$ cat src/rtl/trap_pkg.sv
// Shared definitions for the machine-mode trap sequencer: FSM states, CSR addresses, causes, mstatus fields.
// Build option: define TRAP_VECTORED_EN to vector interrupts when mtvec mode bits are 01.
package trap_pkg;

    localparam int XLEN = 32;

`ifdef TRAP_VECTORED_EN
    localparam bit TRAP_VECTORED = 1'b1;
`else
    localparam bit TRAP_VECTORED = 1'b0;
`endif

    typedef enum logic [2:0] {
        ST_IDLE     = 3'd0,
        ST_W_MEPC   = 3'd1,
        ST_W_MCAUSE = 3'd2,
        ST_W_MSTAT  = 3'd3,
        ST_W_RET    = 3'd4,
        ST_REDIR    = 3'd5
    } trap_state_t;

    localparam logic [11:0] CSR_MSTATUS = 12'h300;
    localparam logic [11:0] CSR_MIE     = 12'h304;
    localparam logic [11:0] CSR_MTVEC   = 12'h305;
    localparam logic [11:0] CSR_MEPC    = 12'h341;
    localparam logic [11:0] CSR_MCAUSE  = 12'h342;

    localparam logic [XLEN-1:0] CAUSE_ILLEGAL     = 32'h0000_0002;
    localparam logic [XLEN-1:0] CAUSE_EBREAK      = 32'h0000_0003;
    localparam logic [XLEN-1:0] CAUSE_ECALL       = 32'h0000_000B;
    localparam logic [XLEN-1:0] CAUSE_M_EXT_IRQ   = 32'h8000_000B;
    localparam logic [XLEN-1:0] CAUSE_M_TIMER_IRQ = 32'h8000_0007;

    localparam int MSTATUS_MIE    = 3;
    localparam int MSTATUS_MPIE   = 7;
    localparam int MSTATUS_MPP_LO = 11;
    localparam int MSTATUS_MPP_HI = 12;
    localparam int MIE_MTIE       = 7;
    localparam int MIE_MEIE       = 11;

    function automatic logic [XLEN-1:0] mstatus_on_trap(input logic [XLEN-1:0] ms);
        logic [XLEN-1:0] res;
        res = ms;
        res[MSTATUS_MPIE] = ms[MSTATUS_MIE];
        res[MSTATUS_MIE]  = 1'b0;
        res[MSTATUS_MPP_HI:MSTATUS_MPP_LO] = 2'b11;
        return res;
    endfunction

    function automatic logic [XLEN-1:0] mstatus_on_mret(input logic [XLEN-1:0] ms);
        logic [XLEN-1:0] res;
        res = ms;
        res[MSTATUS_MIE]  = ms[MSTATUS_MPIE];
        res[MSTATUS_MPIE] = 1'b1;
        return res;
    endfunction

    // Exceptions always land on the base; only interrupts honour vectored mode.
    function automatic logic [XLEN-1:0] trap_target(input logic [XLEN-1:0] mtvec,
                                                    input logic [4:0]      cause_code,
                                                    input logic            is_irq);
        logic [XLEN-1:0] res;
        res = {mtvec[XLEN-1:2], 2'b00};
        if (TRAP_VECTORED && is_irq && (mtvec[1:0] == 2'b01))
            res = res + {{(XLEN-7){1'b0}}, cause_code, 2'b00};
        return res;
    endfunction

endpackage

$ cat src/rtl/trap_ctrl_if.sv
// Commit-stage / CSR-side bundle of the trap sequencer; slave is the sequencer, master the surrounding core.
interface trap_ctrl_if;

    logic                      i_valid;
    logic [trap_pkg::XLEN-1:0] i_pc;
    logic                      i_is_ecall;
    logic                      i_is_ebreak;
    logic                      i_illegal;
    logic                      i_is_mret;
    logic                      irq_ext;
    logic                      irq_timer;
    logic [trap_pkg::XLEN-1:0] mstatus_in;
    logic [trap_pkg::XLEN-1:0] mie_in;
    logic [trap_pkg::XLEN-1:0] mtvec_in;
    logic [trap_pkg::XLEN-1:0] mepc_in;

    logic                      csr_wr_en;
    logic [11:0]               csr_addr;
    logic [trap_pkg::XLEN-1:0] csr_wr_data;
    logic                      stall;
    logic                      flush;
    logic                      redirect_valid;
    logic [trap_pkg::XLEN-1:0] redirect_pc;
    logic                      trap_detected;

    modport master (
        output i_valid, i_pc, i_is_ecall, i_is_ebreak, i_illegal, i_is_mret,
        output irq_ext, irq_timer, mstatus_in, mie_in, mtvec_in, mepc_in,
        input  csr_wr_en, csr_addr, csr_wr_data, stall, flush,
        input  redirect_valid, redirect_pc, trap_detected
    );

    modport slave (
        input  i_valid, i_pc, i_is_ecall, i_is_ebreak, i_illegal, i_is_mret,
        input  irq_ext, irq_timer, mstatus_in, mie_in, mtvec_in, mepc_in,
        output csr_wr_en, csr_addr, csr_wr_data, stall, flush,
        output redirect_valid, redirect_pc, trap_detected
    );

endinterface

$ cat src/rtl/trap_prio.sv
// Combinational event selector: picks the highest-priority exception, mret or enabled interrupt.
module trap_prio
    import trap_pkg::*;
(
    input  logic            i_valid,
    input  logic            i_is_ecall,
    input  logic            i_is_ebreak,
    input  logic            i_illegal,
    input  logic            i_is_mret,
    input  logic            i_irq_ext,
    input  logic            i_irq_timer,
    input  logic            i_mstatus_mie,
    input  logic            i_mie_meie,
    input  logic            i_mie_mtie,
    output logic            o_take,
    output logic            o_is_mret,
    output logic            o_is_irq,
    output logic [XLEN-1:0] o_cause
);

    // Illegal outranks mret, so a malformed mret traps instead of returning.
    always_comb begin
        o_take    = 1'b0;
        o_is_mret = 1'b0;
        o_is_irq  = 1'b0;
        o_cause   = '0;
        if (i_valid) begin
            if (i_illegal) begin
                o_take  = 1'b1;
                o_cause = CAUSE_ILLEGAL;
            end else if (i_is_ebreak) begin
                o_take  = 1'b1;
                o_cause = CAUSE_EBREAK;
            end else if (i_is_ecall) begin
                o_take  = 1'b1;
                o_cause = CAUSE_ECALL;
            end else if (i_is_mret) begin
                o_take    = 1'b1;
                o_is_mret = 1'b1;
            end else if (i_mstatus_mie && i_irq_ext && i_mie_meie) begin
                o_take   = 1'b1;
                o_is_irq = 1'b1;
                o_cause  = CAUSE_M_EXT_IRQ;
            end else if (i_mstatus_mie && i_irq_timer && i_mie_mtie) begin
                o_take   = 1'b1;
                o_is_irq = 1'b1;
                o_cause  = CAUSE_M_TIMER_IRQ;
            end
        end
    end

endmodule

$ cat src/rtl/trap_ctrl.sv
// Machine-mode trap sequencer: drives mepc/mcause/mstatus writes or the mret update, then redirects fetch.
// Build option: TRAP_VECTORED_EN (see trap_pkg) enables vectored interrupt targets.
module trap_ctrl
    import trap_pkg::*;
(
    input  logic        clk,
    input  logic        rst,
    trap_ctrl_if.slave  bus
);

    logic            w_take;
    logic            w_is_mret;
    logic            w_is_irq;
    logic [XLEN-1:0] w_cause;
    logic            w_accept;
    logic            w_busy_stall;

    trap_state_t     r_state;
    logic [XLEN-1:0] r_cause;
    logic [XLEN-1:0] r_target;
    logic            r_csr_wr_en;
    logic [11:0]     r_csr_addr;
    logic [XLEN-1:0] r_csr_wr_data;
    logic            r_flush;
    logic            r_trap_detected;
    logic            r_redirect_valid;
    logic [XLEN-1:0] r_redirect_pc;

    trap_prio u_prio (
        .i_valid       (bus.i_valid),
        .i_is_ecall    (bus.i_is_ecall),
        .i_is_ebreak   (bus.i_is_ebreak),
        .i_illegal     (bus.i_illegal),
        .i_is_mret     (bus.i_is_mret),
        .i_irq_ext     (bus.irq_ext),
        .i_irq_timer   (bus.irq_timer),
        .i_mstatus_mie (bus.mstatus_in[MSTATUS_MIE]),
        .i_mie_meie    (bus.mie_in[MIE_MEIE]),
        .i_mie_mtie    (bus.mie_in[MIE_MTIE]),
        .o_take        (w_take),
        .o_is_mret     (w_is_mret),
        .o_is_irq      (w_is_irq),
        .o_cause       (w_cause)
    );

    assign w_accept     = (r_state == ST_IDLE) && w_take;
    assign w_busy_stall = (r_state == ST_W_MEPC) || (r_state == ST_W_MCAUSE) ||
                          (r_state == ST_W_MSTAT) || (r_state == ST_W_RET);

    // Stall is the only combinational output; gating by rst keeps it low while held in reset.
    assign bus.stall          = rst & (w_accept | w_busy_stall);
    assign bus.csr_wr_en      = r_csr_wr_en;
    assign bus.csr_addr       = r_csr_addr;
    assign bus.csr_wr_data    = r_csr_wr_data;
    assign bus.flush          = r_flush;
    assign bus.trap_detected  = r_trap_detected;
    assign bus.redirect_valid = r_redirect_valid;
    assign bus.redirect_pc    = r_redirect_pc;

    always_ff @(posedge clk or negedge rst) begin
        if (!rst) begin
            r_state          <= ST_IDLE;
            r_cause          <= '0;
            r_target         <= '0;
            r_csr_wr_en      <= 1'b0;
            r_csr_addr       <= '0;
            r_csr_wr_data    <= '0;
            r_flush          <= 1'b0;
            r_trap_detected  <= 1'b0;
            r_redirect_valid <= 1'b0;
            r_redirect_pc    <= '0;
        end else begin
            r_csr_wr_en      <= 1'b0;
            r_csr_addr       <= '0;
            r_csr_wr_data    <= '0;
            r_flush          <= 1'b0;
            r_trap_detected  <= 1'b0;
            r_redirect_valid <= 1'b0;
            r_redirect_pc    <= '0;
            case (r_state)
                ST_IDLE: begin
                    if (w_accept) begin
                        r_flush     <= 1'b1;
                        r_csr_wr_en <= 1'b1;
                        if (w_is_mret) begin
                            r_state       <= ST_W_RET;
                            r_target      <= bus.mepc_in;
                            r_csr_addr    <= CSR_MSTATUS;
                            r_csr_wr_data <= mstatus_on_mret(bus.mstatus_in);
                        end else begin
                            r_state         <= ST_W_MEPC;
                            r_cause         <= w_cause;
                            r_target        <= trap_target(bus.mtvec_in, w_cause[4:0], w_is_irq);
                            r_trap_detected <= 1'b1;
                            r_csr_addr      <= CSR_MEPC;
                            r_csr_wr_data   <= bus.i_pc;
                        end
                    end
                end
                ST_W_MEPC: begin
                    r_state       <= ST_W_MCAUSE;
                    r_csr_wr_en   <= 1'b1;
                    r_csr_addr    <= CSR_MCAUSE;
                    r_csr_wr_data <= r_cause;
                end
                ST_W_MCAUSE: begin
                    r_state       <= ST_W_MSTAT;
                    r_csr_wr_en   <= 1'b1;
                    r_csr_addr    <= CSR_MSTATUS;
                    r_csr_wr_data <= mstatus_on_trap(bus.mstatus_in);
                end
                ST_W_MSTAT, ST_W_RET: begin
                    r_state          <= ST_REDIR;
                    r_redirect_valid <= 1'b1;
                    r_redirect_pc    <= r_target;
                end
                ST_REDIR: begin
                    r_state <= ST_IDLE;
                end
                default: begin
                    r_state <= ST_IDLE;
                end
            endcase
        end
    end

endmodule

$ cat src/flat_wrapper.sv
// flat-port wrapper written by rule: the top's interface ports become plain ports
module trap_ctrl_flat import trap_pkg::*;
  (clk, rst, bus_i_valid, bus_i_pc, bus_i_is_ecall, bus_i_is_ebreak, bus_i_illegal, bus_i_is_mret, bus_irq_ext, bus_irq_timer, bus_mstatus_in, bus_mie_in, bus_mtvec_in, bus_mepc_in, bus_csr_wr_en, bus_csr_addr, bus_csr_wr_data, bus_stall, bus_flush, bus_redirect_valid, bus_redirect_pc, bus_trap_detected);
  trap_ctrl_if bus_i ();
  input  logic clk;
  input  logic rst;
  input wire logic [$bits(bus_i.i_valid)-1:0] bus_i_valid;
  input wire logic [$bits(bus_i.i_pc)-1:0] bus_i_pc;
  input wire logic [$bits(bus_i.i_is_ecall)-1:0] bus_i_is_ecall;
  input wire logic [$bits(bus_i.i_is_ebreak)-1:0] bus_i_is_ebreak;
  input wire logic [$bits(bus_i.i_illegal)-1:0] bus_i_illegal;
  input wire logic [$bits(bus_i.i_is_mret)-1:0] bus_i_is_mret;
  input wire logic [$bits(bus_i.irq_ext)-1:0] bus_irq_ext;
  input wire logic [$bits(bus_i.irq_timer)-1:0] bus_irq_timer;
  input wire logic [$bits(bus_i.mstatus_in)-1:0] bus_mstatus_in;
  input wire logic [$bits(bus_i.mie_in)-1:0] bus_mie_in;
  input wire logic [$bits(bus_i.mtvec_in)-1:0] bus_mtvec_in;
  input wire logic [$bits(bus_i.mepc_in)-1:0] bus_mepc_in;
  output wire logic [$bits(bus_i.csr_wr_en)-1:0] bus_csr_wr_en;
  output wire logic [$bits(bus_i.csr_addr)-1:0] bus_csr_addr;
  output wire logic [$bits(bus_i.csr_wr_data)-1:0] bus_csr_wr_data;
  output wire logic [$bits(bus_i.stall)-1:0] bus_stall;
  output wire logic [$bits(bus_i.flush)-1:0] bus_flush;
  output wire logic [$bits(bus_i.redirect_valid)-1:0] bus_redirect_valid;
  output wire logic [$bits(bus_i.redirect_pc)-1:0] bus_redirect_pc;
  output wire logic [$bits(bus_i.trap_detected)-1:0] bus_trap_detected;
  assign bus_i.i_valid = bus_i_valid;
  assign bus_i.i_pc = bus_i_pc;
  assign bus_i.i_is_ecall = bus_i_is_ecall;
  assign bus_i.i_is_ebreak = bus_i_is_ebreak;
  assign bus_i.i_illegal = bus_i_illegal;
  assign bus_i.i_is_mret = bus_i_is_mret;
  assign bus_i.irq_ext = bus_irq_ext;
  assign bus_i.irq_timer = bus_irq_timer;
  assign bus_i.mstatus_in = bus_mstatus_in;
  assign bus_i.mie_in = bus_mie_in;
  assign bus_i.mtvec_in = bus_mtvec_in;
  assign bus_i.mepc_in = bus_mepc_in;
  assign bus_csr_wr_en = bus_i.csr_wr_en;
  assign bus_csr_addr = bus_i.csr_addr;
  assign bus_csr_wr_data = bus_i.csr_wr_data;
  assign bus_stall = bus_i.stall;
  assign bus_flush = bus_i.flush;
  assign bus_redirect_valid = bus_i.redirect_valid;
  assign bus_redirect_pc = bus_i.redirect_pc;
  assign bus_trap_detected = bus_i.trap_detected;
  trap_ctrl u_core (.clk(clk), .rst(rst), .bus(bus_i));
endmodule
$ cat config.mk
export PLATFORM = sky130hd
export DESIGN_NAME = trap_ctrl_flat
export DESIGN_NICKNAME = d
export VERILOG_FILES = /design/src/rtl/trap_pkg.sv /design/src/rtl/trap_ctrl_if.sv /design/src/rtl/trap_prio.sv /design/src/rtl/trap_ctrl.sv /design/src/flat_wrapper.sv
export SDC_FILE = /design/constraint.sdc
export NUM_CORES = 1
export LEC_CHECK = 0
export ABC_AREA = 1
export BUFFER_PORTS_ARGS = -buffer_cell sky130_fd_sc_hd__buf_2
export CAP_MARGIN = 20
export CORE_ASPECT_RATIO = 1.2
export CORE_MARGIN = 8
export CORE_UTILIZATION = 51
export CTS_CLUSTER_DIAMETER = 50
export DETAILED_ROUTE_END_ITERATION = 7
export HOLD_SLACK_MARGIN = 0.08
export PLACE_DENSITY_LB_ADDON = 0.2
export SLEW_MARGIN = 20
export SYNTH_ARGS = -nofsm -noshare
export SYNTH_HDL_FRONTEND = slang
export SYNTH_SLANG_ARGS = --single-unit
$ cat constraint.sdc
create_clock -name clk -period 3.5 [get_ports clk]
set_input_delay 0 -clock clk [delete_from_list [all_inputs] [get_ports clk]]
set_output_delay 0 -clock clk [all_outputs]
set_load 0.02 [all_outputs]
==> results of run 1 <==
-- power groups by stage --
stage,logic (W),registers (W),clock network (W)
3_3_place_gp,0.00174,0.00192,0
4_1_cts,0.00203,0.00193,0.00106
6_report,0.00205,0.00193,0.00104
2_1_floorplan,0.000872,0.00228,0
5_1_grt,0.00225,0.00198,0.00111
3_5_place_dp,0.00178,0.00195,0
-- through the flow --
step | hold WS (ps) | util (%) | power [W]
after CTS | 83.2 | 76.5 | 0.00501
final | 78.7 | 76.6 | 0.00501
after floorplan | -296 | - | 0.00315
after global placement | -79.8 | 60.6 | 0.00366
after detailed placement | -75.4 | 60.6 | 0.00373
after global routing | 126 | 76.6 | 0.00534
-- path summary, 6_finish.rpt --
kind,from,end,slack (ps),depth (start not counted)
max,bus_i_is_ecall,u_core.bus.csr_wr_data[0]$_DFF_PN0_,260,10
min,bus_mepc_in[26],u_core.r_target[26]$_DFFE_PN0P_,80,5
max reg2reg,u_core.r_state[2]$_DFFE_PN0P_,u_core.bus.csr_wr_data[15]$_DFF_PN0_,1020,8
min reg2reg,u_core.r_cause[1]$_DFFE_PN0P_,u_core.r_cause[1]$_DFFE_PN0P_,460,2
max in group asynchronous,rst,u_core.bus.redirect_pc[8]$_DFF_PN0_,2390,3
min in group asynchronous,rst,u_core.r_target[27]$_DFFE_PN0P_,100,2
-- final cells by class --
type,count,share of cell area (%)
inverters,81,3.83
repair buffers,346,30.3
multi-input cells,444,24.9
clock buffers,11,3.19
flip-flops and latches,111,35.0
clock inverters,4,0.694
well taps,129,2.03
diodes,1,0.0315
-- timing repair --
item / 4_1_cts / 5_1_grt
hold buffers: 133 / 0
endpoints found under the setup margin: 0 / 1
endpoints found under the hold margin: 120 / 0
setup buffers: 0 / 0
-- logic make-up (layout without fill, tap and decap cells) --
group | Yosys count | count (layout)
and+or+nand+nor | 395 | 396
buffers and inverters | 127 | 442
DFF | 111 | 111
AOI/OAI and AO/OA | 41 | 41
other | 1 | 8
-- synthesized netlist by cell type --
cell type	count	area share [%]
o21bai_4	1	0.35
o22ai_1	1	0.12
buf_2	12	1.1
nand2_1	277	20
nand4_1	31	3.6
clkbuf_1	11	0.77
nor2_8	4	1.5
buf_4	10	1.4
inv_1	77	5.4
nand3_2	1	0.19
nor3_1	1	0.094
buf_6	12	2.5
nor2_1	40	2.8
nand2_4	1	0.21
inv_2	4	0.28
o21ai_1	31	2.9
o21ai_0	6	0.56
buf_1	1	0.070
nand3_1	36	3.4
dfrtp_1	111	52
a21boi_0	1	0.14
nand2_2	1	0.12
nor2_4	2	0.42
conb_1	1	0.070
nor2_2	1	0.12
a21oi_1	1	0.094
-- cells in the final DEF (no fill, tap or decap), types with 2 or more instances in the layout --
cell type | Yosys | layout
nor2_1 | 40 | 40
inv_1 | 77 | 77
nor2_4 | 2 | 2
clkinv_4 | 0 | 2
o21ai_0 | 6 | 6
buf_2 | 12 | 209
inv_2 | 4 | 4
buf_4 | 10 | 4
clkbuf_16 | 0 | 9
dlygate4sd3_1 | 0 | 133
clkbuf_8 | 0 | 2
conb_1 | 1 | 7
o21ai_1 | 31 | 31
nor2_8 | 4 | 4
dfrtp_1 | 111 | 111
nand4_1 | 31 | 31
nand3_1 | 36 | 36
nand2_2 | 1 | 2
nand2_1 | 277 | 276
-- routing by layer --
layer  vias up  wire (um)  share of wire [%]  global-route usage (%)
met1      2633       6110                 36                    26.6
li1       2695          -                  -                       -
met4         0        914                5.3                    15.7
met5         -          0                  0                       0
met2       228       8780                 51                    42.5
met3        69       1400                8.1                    6.04
-- flip-flops by register name, summed over array words and instances (netlist names) --
signal                     cells
u_core.bus.redirect_pc        32
u_core.bus.trap_detected       1
u_core.bus.redirect_valid      1
u_core.r_cause                 5
u_core.bus.csr_wr_data        32
u_core.bus.flush               1
u_core.r_target               32
u_core.bus.csr_addr            4
u_core.r_state                 3
-- tightest hold or removal path, stage by stage --
cell and delay, ps:
buf_2 100, nand4_1 90, nand2_1 60, nand3_1 70
nand2_1 60
==> reports/qor.csv, run 1 <==
metric,value,unit
synth_fa_ha_area_share,0,%
gr-total-overflow,0,
synthXorXnorAreaFrac,0,%
placedInstanceArea,0.00628,mm2
switchingPower,0.00194,W
cts_buffers,9,
multiInputGateArea,0.00197,mm2
cap_violations,0,
drv_slew,0,
switching_share,38.7,%
critPathSlowestCell,nor2_4,
crit_arrival,3460,ps
path_cells,dlygate4sd3_1 > buf_2 > nor2_4 > nand3_4 > nand2_1 > o21ai_1 > dlygate4sd3_1 > nand2_1 > nand2_1 > dlygate4sd3_1,
setup_tns,0,ps
dr.pass1.iters,5,
ant_nets,0,
clk_latency,340,ps
grt_pass1_wl,27600,um
design.portCount,250,
place_inst,977,
drt_wl_total,17200,um
outcome,completed,
p_leak,4.72,nW
viasPerCell,4.99,
fp.dieW,109,um
cts_resized,0,
required,3720,ps
worst_pin_slew,925,ps
coreArea,0.0104,mm2
fillers,711,
finalInstanceArea,0.00794,mm2
grtUsageTotal,24.8,%
cts_buffer_depth,2,
rsz0062_at_grt,false,
seq_area_frac_synth,52.1,%
vias,5625,
drc_errors,0,
synth_cells,675,
avgSynthCellArea,7.89,um2
internal-power,0.00307,W
timing_hold_violations_final,0,
dr.first_iter.drc_count,282,
seq_power_share,38.5,%
ys_ff_latch,111,
grt_max_degree,58,
slew_headroom,38.2,%
io_buffers,210,
hpwl,10600,um
period_share,92.5,%
cts_htree_levels,3,
area_growth,48.9,%
combPwrFrac,40.8,%
ir_worst_vdd,0.000327,V
antenna_found_initial,1,
nets,1162,
path_clk_slew,70,ps
synthDistinctLibCells,26,
initial_core_util,51.4,%
place.gp.congestion,0.830,
regArea,0.00278,mm2
cpLargestDelayFamily,buffers and inverters,
cp_max_fo,35,
clkPwrFrac,20.7,%
num_rows,41,
drive_gt1_share,24.6,%
grt_pass1_vias,5923,
critPathMaxStageDelay,710,ps
pwr_density_cell,631,mW/mm2
synthMuxAreaShare,0,%
critPathKind,input pin to flip-flop,
finalCriticalPeriod,3240,ps
skew,9.22,ps
setup_slack,262,ps
yosys_warnings,0,
cts_sinks,111,
syn_area,0.00533,mm2
die_h,128,um
crit_path_start_kind,input pin,
final_cells,1127,
wl_per_cell,15.3,um
tritoncts,done,
dieArea,0.0140,mm2
hold_class,input pin to flip-flop,
critPathBufInv,4,
synth_top_family_by_area,simple AND/OR/NAND/NOR gates,
max_freq,309,MHz
setup_viol,0,
synth-compound-area-share,4.18,%
end_kind,flip-flop,
synthSimpleGateAreaFrac,32.0,%
dp_slack,1190,ps
cts_root_buf,clkbuf_16,
(Power assumes the default switching activity.)
==> run 2, diff against run 1 <==
==> constraint.sdc (replaced) <==
create_clock -name clk -period 3.5 [get_ports clk]
set_input_delay 0.35 -clock clk [delete_from_list [all_inputs] [get_ports clk]]
set_output_delay 0.35 -clock clk [all_outputs]
set_load 0.02 [all_outputs]
==> run 2 against run 1 <==
Compared with the run above:
- first-iteration DRC count rose by 4.3%
- maximum frequency rose by 46%
- sequential share of layout area rose by 7.0 points
- sequential power barely moved
- worst setup slack improved by 1000 ps
- highest routed layer unchanged
==> reports/qor.csv, run 2 (synthesized netlist as in run 1, its figures left out) <==
metric,value,unit
die_h,128,um
grt_pass1_vias,4817,
grt_max_degree,66,
post_cts_buffers,0,
cpLargestDelayFamily,simple AND/OR/NAND/NOR gates,
clkPwrFrac,21.5,%
io_buffers,210,
pwr_density_cell,709,mW/mm2
finalInstanceArea,0.00661,mm2
outcome,completed,
gr-total-overflow,0,
combPwrFrac,37.5,%
drc_errors,0,
critPathKind,flip-flop to output pin,
ant_nets,0,
period_share,63.2,%
area_growth,24.0,%
grt_pass1_wl,22600,um
cts_buffers,9,
rsz0062_at_grt,false,
dr.pass1.iters,4,
ir_worst_vdd,0.000337,V
ff2ff_setup_slack,1580,ps
layout_commonest_cell,nand2_1,
worst_pin_slew,699,ps
clk_latency,350,ps
critPathSlowestCell,dfrtp_1,
setup_tns,0,ps
nets,1031,
grtUsageTotal,20.4,%
fp.dieW,109,um
vias,4844,
wl_per_cell,14.3,um
cts_resized,0,
cp_max_fo,35,
design.portCount,250,
hpwl,10500,um
end_kind,output pin,
num_rows,41,
initial_core_util,51.4,%
slew_headroom,53.2,%
drt_wl_total,14200,um
cts_root_buf,clkbuf_16,
coreArea,0.0104,mm2
seq_power_share,41.0,%
max_freq,452,MHz
dieArea,0.0140,mm2
switching_share,39.8,%
cpMostUsedCell,nand2_1,
critPathMaxStageDelay,410,ps
hold_class,input pin to flip-flop,
finalCriticalPeriod,2210,ps
placedInstanceArea,0.00630,mm2
crit_path_start_kind,flip-flop,
antenna_found_initial,0,
tritoncts,done,
n_antenna_cell,0,
place.gp.congestion,0.826,
cts_htree_levels,3,
dr.first_iter.drc_count,294,
setup_viol,0,
switchingPower,0.00187,W
viasPerCell,4.86,
path_cells,nor2_2 > inv_2 > nor2_8 > nand2_1 > nand2_1 > nor2_1 > buf_2,
timing_hold_violations_final,0,
cap_violations,0,
required,3150,ps
path_clk_slew,70,ps
drv_slew,0,
crit_arrival,1860,ps
cts_sinks,111,
layout_common_cells,"276 x nand2_1, 209 x buf_2, 111 x dfrtp_1, 77 x inv_1, 40 x nor2_1",
internal-power,0.00282,W
p_leak,4.10,nW
skew,10.2,ps
drive_gt1_share,28.5,%
cts_buffer_depth,2,
critPathBufInv,2,
[run 2: cell count changes in the layout (fill, tap and decap cells not counted), sizes merged]
cell         previous run  this run
diode                   1         0
nand3                  38        37
dlygate4sd3           133         1
clkbuf                 11         9
buf                   213       215
clkinvlp                1         4
[run 2: cell type report]
type,instances,area [um2]
Timing Repair Buffer,216,1100
Fill cell,964,3750
Multi-Input combinational cell,443,1960
Tap cell,129,161
Clock buffer,9,225
Clock inverter,7,73.8
Sequential cell,111,2780
Inverter,81,304
[run 2: worst register-to-register path: cells and delay by family (launching register included)]
kind,cells,cell delay [ps]
simple gates,5,1190
flops,1,410
buf+inv,2,250
[run 2: power by group through the flow]
stage / combinational [W] / clock, W / sequential (W)
2_1_floorplan: 0.000872 / 0 / 0.00228
3_3_place_gp: 0.00174 / 0 / 0.00192
3_5_place_dp: 0.00178 / 0 / 0.00194
4_1_cts: 0.00179 / 0.00103 / 0.00192
5_1_grt: 0.00196 / 0.00108 / 0.00197
6_report: 0.00176 / 0.00101 / 0.00192
[run 2: layer usage]
metal	track usage (%)	share of wire [%]
met4	7.96	2.3
met1	22.9	38
met5	0	0
met3	6.94	8.9
met2	34.4	50
[run 2: what timing repair did]
item | 4_1_cts | 5_1_grt
hold buffers | 1 | 0
endpoints found under the setup margin | 0 | 0
endpoints found under the hold margin | 27 | 0
[run 2: through the flow]
stage	hold slack, ps	std cells	power, W	worst slack, ps	utilization (%)
global placement	286	979	0.00366	1270	60.8
CTS	197	996	0.00474	1260	63.8
global route	218	996	0.00501	1120	63.8
floorplan	54.4	681	0.00315	1960	-
detailed placement	289	979	0.00373	1150	60.8
finish	204	996	0.00469	1290	63.8
[run 2: final timing paths]
path	from	to	cells after the start
min	bus_mepc_in[1]	u_core.r_target[1]$_DFFE_PN0P_	3
max reg2reg	u_core.r_state[2]$_DFFE_PN0P_	u_core.bus.csr_wr_data[2]$_DFF_PN0_	7
max	u_core.r_state[2]$_DFFE_PN0P_	bus_stall	7
min in group asynchronous	rst	u_core.bus.redirect_pc[26]$_DFF_PN0_	2
max in group asynchronous	rst	u_core.r_target[7]$_DFFE_PN0P_	3
min reg2reg	u_core.r_cause[1]$_DFFE_PN0P_	u_core.r_cause[1]$_DFFE_PN0P_	2
